$ cat src/rtl/parking_gate_ctrl.sv
`default_nettype none
// ============================================================================
// Module      : parking_gate_ctrl
// Description : Gate front-end. Synchronises and debounces the enter/exit
//               push-buttons, validates each request against the slot-select
//               switches and the tracker's occupancy flags, then issues one
//               enter/exit strobe plus a timed gate-open window, or a reject
//               pulse with a reason code.
// Revision    : 1.0 - initial release
// ============================================================================
module parking_gate_ctrl #(
  parameter int DEBOUNCE_CYCLES  = 4,
  parameter int GATE_OPEN_CYCLES = 8
) (
  input  logic       clk,
  input  logic       reset,
  input  logic       btn_enter,
  input  logic       btn_exit,
  input  logic [2:0] sw_sel,
  input  logic       car1_state,
  input  logic       car2_state,
  input  logic       car3_state,
  output logic       car_enter,
  output logic       car_exit,
  output logic [2:0] car_sel,
  output logic       gate_open,
  output logic       busy,
  output logic       reject,
  output logic [1:0] reject_code
);

  localparam int DB_W = $clog2(DEBOUNCE_CYCLES + 1);
  localparam int GW   = $clog2(GATE_OPEN_CYCLES + 1);

  localparam logic [1:0] C_CODE_NONE = 2'd0;
  localparam logic [1:0] C_CODE_SEL  = 2'd1;
  localparam logic [1:0] C_CODE_OCC  = 2'd2;
  localparam logic [1:0] C_CODE_BOTH = 2'd3;

  typedef enum logic [2:0] {
    S_IDLE    = 3'd0,
    S_CHECK   = 3'd1,
    S_STROBE  = 3'd2,
    S_GATE    = 3'd3,
    S_REJECT  = 3'd4,
    S_RELEASE = 3'd5
  } state_t;

  // bit 0 = enter, bit 1 = exit
  logic [1:0] btn_raw;
  logic [1:0] db_level;
  logic [1:0] db_prev_q;
  logic [1:0] rise;

  assign btn_raw = {btn_exit, btn_enter};

  // Per-button synchroniser and debounce filter
  for (genvar i = 0; i < 2; i++) begin : g_btn
    logic            sync1_q;
    logic            sync2_q;
    logic            db_q;
    logic            db_d;
    logic [DB_W-1:0] cnt_q;
    logic [DB_W-1:0] cnt_d;

    // Count consecutive cycles the synchronised level disagrees with the
    // accepted level; any agreement (bounce) restarts the count.
    always_comb begin
      db_d  = db_q;
      cnt_d = '0;
      if (sync2_q != db_q) begin
        if (cnt_q == DB_W'(DEBOUNCE_CYCLES - 1)) begin
          db_d = ~db_q;
        end else begin
          cnt_d = cnt_q + DB_W'(1);
        end
      end
    end

    // Synchroniser and debounce registers
    always_ff @(posedge clk) begin
      if (reset) begin
        sync1_q <= 1'b0;
        sync2_q <= 1'b0;
        db_q    <= 1'b0;
        cnt_q   <= '0;
      end else begin
        sync1_q <= btn_raw[i];
        sync2_q <= sync1_q;
        db_q    <= db_d;
        cnt_q   <= cnt_d;
      end
    end

    assign db_level[i] = db_q;
  end

  assign rise = db_level & ~db_prev_q;

  state_t         state_q, state_d;
  logic           req_enter_q, req_enter_d;
  logic           req_exit_q, req_exit_d;
  logic           car_enter_q, car_enter_d;
  logic           car_exit_q, car_exit_d;
  logic [2:0]     car_sel_q, car_sel_d;
  logic           gate_open_q, gate_open_d;
  logic           busy_q, busy_d;
  logic           reject_q, reject_d;
  logic [1:0]     reject_code_q, reject_code_d;
  logic [GW-1:0]  gate_cnt_q, gate_cnt_d;

  logic sel_onehot;
  logic slot_occupied;
  logic occ_conflict;

  assign sel_onehot    = (sw_sel != 3'b000) && ((sw_sel & (sw_sel - 3'd1)) == 3'b000);
  assign slot_occupied = |(sw_sel & {car3_state, car2_state, car1_state});
  assign occ_conflict  = (req_enter_q && slot_occupied) || (req_exit_q && !slot_occupied);

  // Next-state and registered-output logic of the transaction FSM
  always_comb begin
    state_d       = state_q;
    req_enter_d   = req_enter_q;
    req_exit_d    = req_exit_q;
    car_enter_d   = 1'b0;
    car_exit_d    = 1'b0;
    car_sel_d     = car_sel_q;
    gate_open_d   = 1'b0;
    reject_d      = 1'b0;
    reject_code_d = reject_code_q;
    gate_cnt_d    = gate_cnt_q;

    case (state_q)
      S_IDLE: begin
        car_sel_d = 3'b000;
        if (|rise) begin
          req_enter_d = rise[0];
          req_exit_d  = rise[1];
          state_d     = S_CHECK;
        end
      end
      S_CHECK: begin
        if (req_enter_q && req_exit_q) begin
          reject_code_d = C_CODE_BOTH;
          reject_d      = 1'b1;
          state_d       = S_REJECT;
        end else if (!sel_onehot) begin
          reject_code_d = C_CODE_SEL;
          reject_d      = 1'b1;
          state_d       = S_REJECT;
        end else if (occ_conflict) begin
          reject_code_d = C_CODE_OCC;
          reject_d      = 1'b1;
          state_d       = S_REJECT;
        end else begin
          reject_code_d = C_CODE_NONE;
          car_sel_d     = sw_sel;
          car_enter_d   = req_enter_q;
          car_exit_d    = req_exit_q;
          state_d       = S_STROBE;
        end
      end
      S_STROBE: begin
        // gate_open is registered, so the count covers the cycles after this
        gate_open_d = 1'b1;
        gate_cnt_d  = GW'(GATE_OPEN_CYCLES - 1);
        state_d     = S_GATE;
      end
      S_GATE: begin
        if (gate_cnt_q == '0) begin
          car_sel_d = 3'b000;
          state_d   = S_RELEASE;
        end else begin
          gate_open_d = 1'b1;
          gate_cnt_d  = gate_cnt_q - GW'(1);
        end
      end
      S_REJECT: begin
        state_d = S_RELEASE;
      end
      S_RELEASE: begin
        // Holding a button must never retrigger: wait for both to drop
        if (db_level == 2'b00) begin
          state_d = S_IDLE;
        end
      end
      default: begin
        state_d   = S_IDLE;
        car_sel_d = 3'b000;
      end
    endcase

    busy_d = (state_d != S_IDLE);
  end

  // FSM state and output registers
  always_ff @(posedge clk) begin
    if (reset) begin
      state_q       <= S_IDLE;
      req_enter_q   <= 1'b0;
      req_exit_q    <= 1'b0;
      car_enter_q   <= 1'b0;
      car_exit_q    <= 1'b0;
      car_sel_q     <= 3'b000;
      gate_open_q   <= 1'b0;
      busy_q        <= 1'b0;
      reject_q      <= 1'b0;
      reject_code_q <= 2'b00;
      gate_cnt_q    <= '0;
      db_prev_q     <= 2'b00;
    end else begin
      state_q       <= state_d;
      req_enter_q   <= req_enter_d;
      req_exit_q    <= req_exit_d;
      car_enter_q   <= car_enter_d;
      car_exit_q    <= car_exit_d;
      car_sel_q     <= car_sel_d;
      gate_open_q   <= gate_open_d;
      busy_q        <= busy_d;
      reject_q      <= reject_d;
      reject_code_q <= reject_code_d;
      gate_cnt_q    <= gate_cnt_d;
      db_prev_q     <= db_level;
    end
  end

  assign car_enter   = car_enter_q;
  assign car_exit    = car_exit_q;
  assign car_sel     = car_sel_q;
  assign gate_open   = gate_open_q;
  assign busy        = busy_q;
  assign reject      = reject_q;
  assign reject_code = reject_code_q;

endmodule
`default_nettype wire

$ cat config.mk
export PLATFORM = sky130hd
export DESIGN_NAME = parking_gate_ctrl
export DESIGN_NICKNAME = d
export VERILOG_FILES = /design/src/rtl/parking_gate_ctrl.sv
export SDC_FILE = /design/constraint.sdc
export NUM_CORES = 1
export LEC_CHECK = 0
export ABC_AREA = 1
export CAP_MARGIN = 25
export CORE_UTILIZATION = 50
export DETAILED_ROUTE_END_ITERATION = 8
export PLACE_DENSITY = 0.74
export SLEW_MARGIN = 25
export SYNTH_ARGS = -nofsm -noshare
export SYNTH_HDL_FRONTEND = slang
export SYNTH_SLANG_ARGS = --single-unit
export TNS_END_PERCENT = 5
$ cat constraint.sdc
create_clock -name clk -period 1.7 [get_ports clk]
set_input_delay 0.17 -clock clk [delete_from_list [all_inputs] [get_ports clk]]
set_output_delay 0.17 -clock clk [all_outputs]
set_load 0.005 [all_outputs]
==> flow_metrics.py, run 1 <==
metrics = {
    "floorplan": {
        "die_area_um2": 3050,
        "rows": 18,
        "start_util_pct": 55.2,
        "fp.dieW_um": 55.2,
        "core_um2": 2570,
        "ios": 20,
        "die_h_um": 55.2,
    },
    "detailed_routing": {
        "drt_iter0_drc": 32,
        "antenna_left": 0,
        "via_per_inst": 5.03,
        "drc": 0,
        "wire_per_inst_um": 11.0,
        "firstDrtPassIters": 4,
        "vias": 1188,
        "wl_um": 2600,
    },
    "layout": {
        "fill_cells": 254,
        "post-route-util_pct": 66.0,
        "antenna_cells": 0,
        "area_growth_pct": 19.5,
        "post_route_cells_drive_above_1_share_pct": 12.1,
        "stdcell_count": 236,
        "fin_nets": 222,
    },
    "worst_setup_path": {
        "crit_end": "gate_cnt_q[2]",
        "cp_cell_sequence": "inv_1, ha_1, nand2_1, clkinv_1, nand2_4, nand2_4, clkinv_2, nand2_1, xor2_1, a21oi_1",
        "critPathMaxStageDelay_ns": 0.36,
        "path_class": "register to register",
        "critPathLaunch": "gate_cnt_q[0]",
        "worstRegToRegCells": 10,
        "crit_path_top_delay_cell": "dfxtp_1",
        "r2r_slack_ns": 0.27,
        "crit_arrival_ns": 1.65,
        "timing.rr.end": "gate_cnt_q[2]",
        "end_kind": "register",
        "r2r-start": "gate_cnt_q[0]",
        "worstPathMaxFanout": 5,
        "crit_cells": 10,
        "critPathRequiredTime_ns": 1.93,
        "cp_num_buf_inv": 3,
        "cp_top_family": "flip-flops",
        "start_kind": "register",
    },
    "placed_design": {
        "place.gp.congestion": 0.808,
        "dp_cells": 230,
        "hpwlAfterDp_um": 1970,
        "port-buffer-count": 19,
    },
    "synth": {
        "yosysSeqAreaShare_pct": 46.6,
        "syn_avg_cell_area_um2": 7.83,
        "syn_inst": 181,
        "synth_area_um2": 1420,
        "ys_warn_count": 0,
        "synth_seq_cells": 33,
        "ys_types": 29,
        "synth.net_count": 196,
    },
    "global_routing": {
        "gr-total-overflow": 0,
        "grt_max_degree": 16,
        "track_usage_pct": 19.3,
        "grt_pass1_wl_um": 4640,
        "grt_pass1_vias": 1168,
        "grt_antenna_before_repair": 0,
    },
    "worst_hold_path": {
        "hold_path_depth": 3,
        "hold_class": "input pin to register",
        "min-delay-start": "btn_enter",
    },
    "timing": {
        "finalCritPeriodShare_pct": 84.0,
        "slew_viol_final": 0,
        "finalSetupViolations": 0,
        "relSlewSlack_pct": 70.5,
        "fmax_ghz": 0.701,
        "tightest_slew_ns": 0.442,
        "fin_hold_ws_ns": 0.363,
        "tns_ns": 0,
        "min_period_ns": 1.43,
        "finClkSkew_ns": 0.0109,
        "rsz0062_at_grt": "false",
        "hold_viol": 0,
    },
    "clock_tree": {
        "cts_tree": "done",
        "cts_made_buffers": 5,
        "insertion_delay_ns": 0.33,
        "cts_resized": 0,
        "clock-sinks": 33,
        "hold_buffers": 0,
        "clk_pin_slew_worst_paths_ns": 0.09,
        "clockRootBuffer": "clkbuf_4",
        "postCtsSetupBuffers": 0,
        "clockBufferDepth": 2,
        "h-tree-depth": 2,
    },
    "power": {
        "p_leak_nw": 0.757,
        "switching_share_pct": 22.7,
        "pwr-share-clk_pct": 31.0,
        "seq_power_share_pct": 63.3,
        "switching_power_w": 0.000281,
        "p_int_w": 0.000955,
        "power_frac_comb_pct": 5.8,
        "p_per_area_nw_per_um2": 729,
        "ir_drop_mv": 0.576,
    },
    "run": {
        "cap_violations": 0,
    },
    "outcome": {
        "status": "completed",
    },
}
[metrics by stage]
step	area (µm²)	power, W	setup WS [ns]
finish	1690	0.00124	0.273
floorplan	1420	0.000836	0.404
detailed placement	1650	0.000871	0.161
CTS	1690	0.00125	0.260
global placement	1650	0.000868	0.234
global route	1690	0.00129	0.129
[state kept, by name, indices dropped and copies added, names as in the netlist]
register	count
car_enter	1
state_q	3
reject	1
reject_code	2
g_btn.cnt_q	6
req_exit_q	1
gate_open	1
req_enter_q	1
busy	1
db_prev_q	2
car_sel	3
g_btn.sync2_q	2
g_btn.sync1_q	2
g_btn.db_q	2
gate_cnt_q	4
car_exit	1
[cell type report]
cell class | count | area, µm² | area share [%]
multi-input cells | 111 | 616 | 36.3
clock inverters | 1 | 5.00 | 0.295
clock buffers | 5 | 37.5 | 2.22
flip-flops and latches | 33 | 661 | 39.0
well taps | 30 | 37.5 | 2.22
inverters | 35 | 133 | 7.83
repair buffers | 21 | 205 | 12.1
[cell families after synthesis]
logic type / Yosys count / share of synthesized area [%]
adder cells (fa/ha/maj): 5 / 4.41
XOR/XNOR: 1 / 0.618
AO/OA/AOI/OAI: 25 / 10.7
AND/OR/NAND/NOR: 80 / 27.7
buffers and inverters: 37 / 9.97
flip-flops: 33 / 46.6
[synth_stat cells]
cell type / n / area share (%)
nand3_1: 7 / 2.5
a21boi_4: 1 / 1.3
clkinv_1: 3 / 0.79
clkinv_2: 1 / 0.35
o31ai_1: 1 / 0.53
a31oi_1: 2 / 0.88
nor2_2: 3 / 1.3
nand4_1: 4 / 1.8
o21ai_0: 3 / 1.1
a21oi_1: 12 / 4.2
o21ai_1: 3 / 1.1
nand3_2: 2 / 1.4
ha_1: 5 / 4.4
nor3b_1: 1 / 0.53
nor2_4: 1 / 0.79
inv_2: 3 / 0.79
dfxtp_1: 33 / 47
or2_1: 2 / 0.88
nor3_1: 2 / 0.71
nand2_1: 32 / 8.5
xor2_1: 1 / 0.62
nor2_1: 20 / 5.3
inv_1: 28 / 7.4
nand2_2: 3 / 1.3
buf_2: 1 / 0.35
o211ai_1: 3 / 1.6
nand2_4: 2 / 1.6
nor3_4: 1 / 1.1
clkbuf_1: 1 / 0.26
[cells in the final DEF, fill, tap and decap left out, drive strengths merged]
cell and n:
xor2 1, or2 2, clkinv 5, nor3 3
nand3 9, dfxtp 33, o31ai 1, o21ai 6
a31oi 2, a21boi 1, a21oi 12, clkbuf 5
nand4 4, o211ai 3, ha 5, clkdlybuf4s50 19
inv 31, nor2 24, nor3b 1, buf 2
nand2 37
[power by group through the flow]
stage | combinational, W | clock, W | sequential, W
after floorplan | 0.0000371 | 0 | 0.000799
after global placement | 0.0000684 | 0 | 0.000799
after detailed placement | 0.0000716 | 0 | 0.000799
after CTS | 0.0000725 | 0.000396 | 0.000781
after global routing | 0.0000797 | 0.000430 | 0.000783
final | 0.0000714 | 0.000383 | 0.000781
[worst min-delay path by stage]
stage	end
floorplan	g_btn[0].db_q
global placement	g_btn[1].sync2_q
detailed placement	g_btn[0].sync2_q
CTS	g_btn[0].sync1_q
global route	g_btn[1].sync1_q
finish	g_btn[0].sync1_q
[layer usage]
layer  routed length, µm  global-route usage, %  share of wire (%)  vias up
met4                  49                   7.86                1.9        0
li1                    -                      -                  -      621
met3                 123                   7.03                4.7       10
met5                   0                      0                  0        -
met2                1330                   35.1                 51       24
met1                1100                   19.9                 42      533
[worst min-delay path, stage by stage]
cell and delay, ns:
clkdlybuf4s50_1 0.40, inv_1 0.05, nor2_1 0.03
No activity file was read; power rests on OpenSTA's default activity.
==> inputs of run 2 (changes only) <==
==> constraint.sdc (replaced) <==
create_clock -name clk -period 1.5 [get_ports clk]
set_input_delay 0.15 -clock clk [delete_from_list [all_inputs] [get_ports clk]]
set_output_delay 0.15 -clock clk [all_outputs]
set_load 0.005 [all_outputs]
==> flow_metrics.py, run 2 (same netlist as run 1, synthesis figures left out) <==
metrics = {
    "floorplan": {
        "die_h_um": 55.2,
        "fp.dieW_um": 55.2,
        "ios": 20,
        "die_area_um2": 3050,
        "core_um2": 2570,
        "start_util_pct": 55.2,
        "rows": 18,
    },
    "layout": {
        "antenna_cells": 0,
        "largest_reg_flops": 6,
        "post-route-util_pct": 67.9,
        "reg.largest.list": "g_btn.cnt_q (6), gate_cnt_q (4)",
        "regMostFlops": "g_btn.cnt_q",
        "final_common_cell": "nand2_1",
        "fin_nets": 225,
        "post_route_cells_drive_above_1_share_pct": 14.8,
        "final_area_um2": 1740,
        "area_growth_pct": 23.0,
        "layout_common_cells": "nand2_1, dfxtp_1, inv_1",
    },
    "power": {
        "power_frac_comb_pct": 5.7,
        "switching_power_w": 0.000346,
        "p_per_area_nw_per_um2": 853,
        "p_leak_nw": 0.778,
        "ir_drop_mv": 0.899,
        "switching_share_pct": 23.2,
        "pwr-share-clk_pct": 34.8,
        "p_int_w": 0.00114,
        "seq_power_share_pct": 59.5,
    },
    "clock_tree": {
        "clk_pin_slew_worst_paths_ns": 0.10,
        "insertion_delay_ns": 0.34,
        "clock-sinks": 33,
        "h-tree-depth": 2,
        "hold_buffers": 0,
        "cts_made_buffers": 5,
        "clockRootBuffer": "clkbuf_4",
        "cts_tree": "done",
        "clockBufferDepth": 2,
    },
    "worst_setup_path": {
        "start_kind": "register",
        "cp_top_family": "flip-flops",
        "end_kind": "register",
        "crit_top_cell": "a21oi_1",
        "crit_path_top_delay_cell": "dfxtp_1",
        "cp_num_buf_inv": 2,
        "crit_arrival_ns": 1.62,
        "critPathMaxStageDelay_ns": 0.45,
        "critPathRequiredTime_ns": 1.73,
        "worstPathMaxFanout": 8,
        "path_class": "register to register",
        "cp_cell_sequence": "inv_2, nor3_4, inv_1, a21oi_1, a21oi_1",
    },
    "detailed_routing": {
        "vias": 1198,
        "antenna_left": 0,
        "drc": 0,
        "wire_per_inst_um": 11.4,
        "wl_um": 2740,
        "drt_iter0_drc": 46,
        "via_per_inst": 4.99,
        "firstDrtPassIters": 4,
    },
    "timing": {
        "worst_slack_ns": 0.112,
        "finalCritPeriodShare_pct": 92.5,
        "fmax_ghz": 0.721,
        "tightest_slew_ns": 0.356,
        "finalSetupViolations": 0,
        "fin_hold_ws_ns": 0.332,
        "relSlewSlack_pct": 76.2,
        "finClkSkew_ns": 0.0129,
        "hold_viol": 0,
        "min_period_ns": 1.39,
        "rsz0062_at_grt": "true",
        "slew_viol_final": 0,
    },
    "placed_design": {
        "post_dp_cell_area_um2": 1670,
        "hpwlAfterDp_um": 1920,
        "place.gp.congestion": 0.785,
        "pre_cts_slack_ns": -0.0227,
        "port-buffer-count": 19,
    },
    "global_routing": {
        "gr-total-overflow": 0,
        "grt_most_used_layer": "met2",
        "grt_pass1_wl_um": 4860,
        "grt_max_degree": 18,
        "gr-usage-met2_pct": 33.4,
        "grt_antenna_before_repair": 0,
        "grt_pass1_vias": 1144,
        "track_usage_pct": 20.3,
        "met1_usage_pct": 24.7,
        "met3_usage_pct": 7.49,
    },
    "run": {
        "cap_violations": 0,
    },
    "outcome": {
        "status": "completed",
    },
    "worst_hold_path": {
        "hold_class": "input pin to register",
    },
}
[run 2: final timing paths]
path | from | to | slack, ns | cells after the start
setup / recovery | state_q[0] | reject_code[1] | 0.11 | 5
hold / removal | btn_exit | g_btn[1].sync1_q | 0.33 | 3
setup reg to reg | state_q[0] | reject_code[1] | 0.11 | 5
hold reg to reg | g_btn[0].sync1_q | g_btn[0].sync2_q | 0.41 | 2
[run 2: worst reg2reg max path, delay by kind of cell, from the launching register on]
kind | cells | cell delay, ns
compound gates | 2 | 0.32
buf+inv | 2 | 0.22
flops | 1 | 0.45
simple gates | 1 | 0.30
[run 2: routing by layer]
layer	part of all wire, %	wire length (µm)	vias up
li1	-	-	632
met2	49	1330	33
met3	6.3	172	4
met1	43	1190	529
met5	0	0	-
met4	1.5	40	0
[run 2: repair_timing]
action | 4_1_cts | 5_1_grt
gates resized for setup | 0 | 4
setup buffers | 0 | 1
setup endpoints to repair | 0 | 5
[run 2: cell type report]
| class | instances | area, µm² |
|---|---|---|
| repair buffers | 24 | 228 |
| flip-flops and latches | 33 | 663 |
| clock buffers | 6 | 51.3 |
| well taps | 30 | 37.5 |
| fillers | 233 | 823 |
| inverters | 35 | 134 |
| clock inverters | 1 | 7.51 |
| multi-input cells | 111 | 623 |
[run 2: power by group through the flow]
stage	Combinational, W	Sequential, W	Clock [W]
finish	0.0000846	0.000886	0.000517
floorplan	0.0000420	0.000905	0
detailed placement	0.0000841	0.000906	0
global placement	0.0000810	0.000906	0
global route	0.0000954	0.000887	0.000571
CTS	0.0000851	0.000886	0.000529
[run 2: metrics by stage]
stage	TNS, ns	std cells	total power [W]
floorplan	0	181	0.000947
global placement	0	232	0.000987
detailed placement	-0.0227	232	0.000990
CTS	0	239	0.00150
global route	-0.0552	240	0.00155
finish	0	240	0.00149
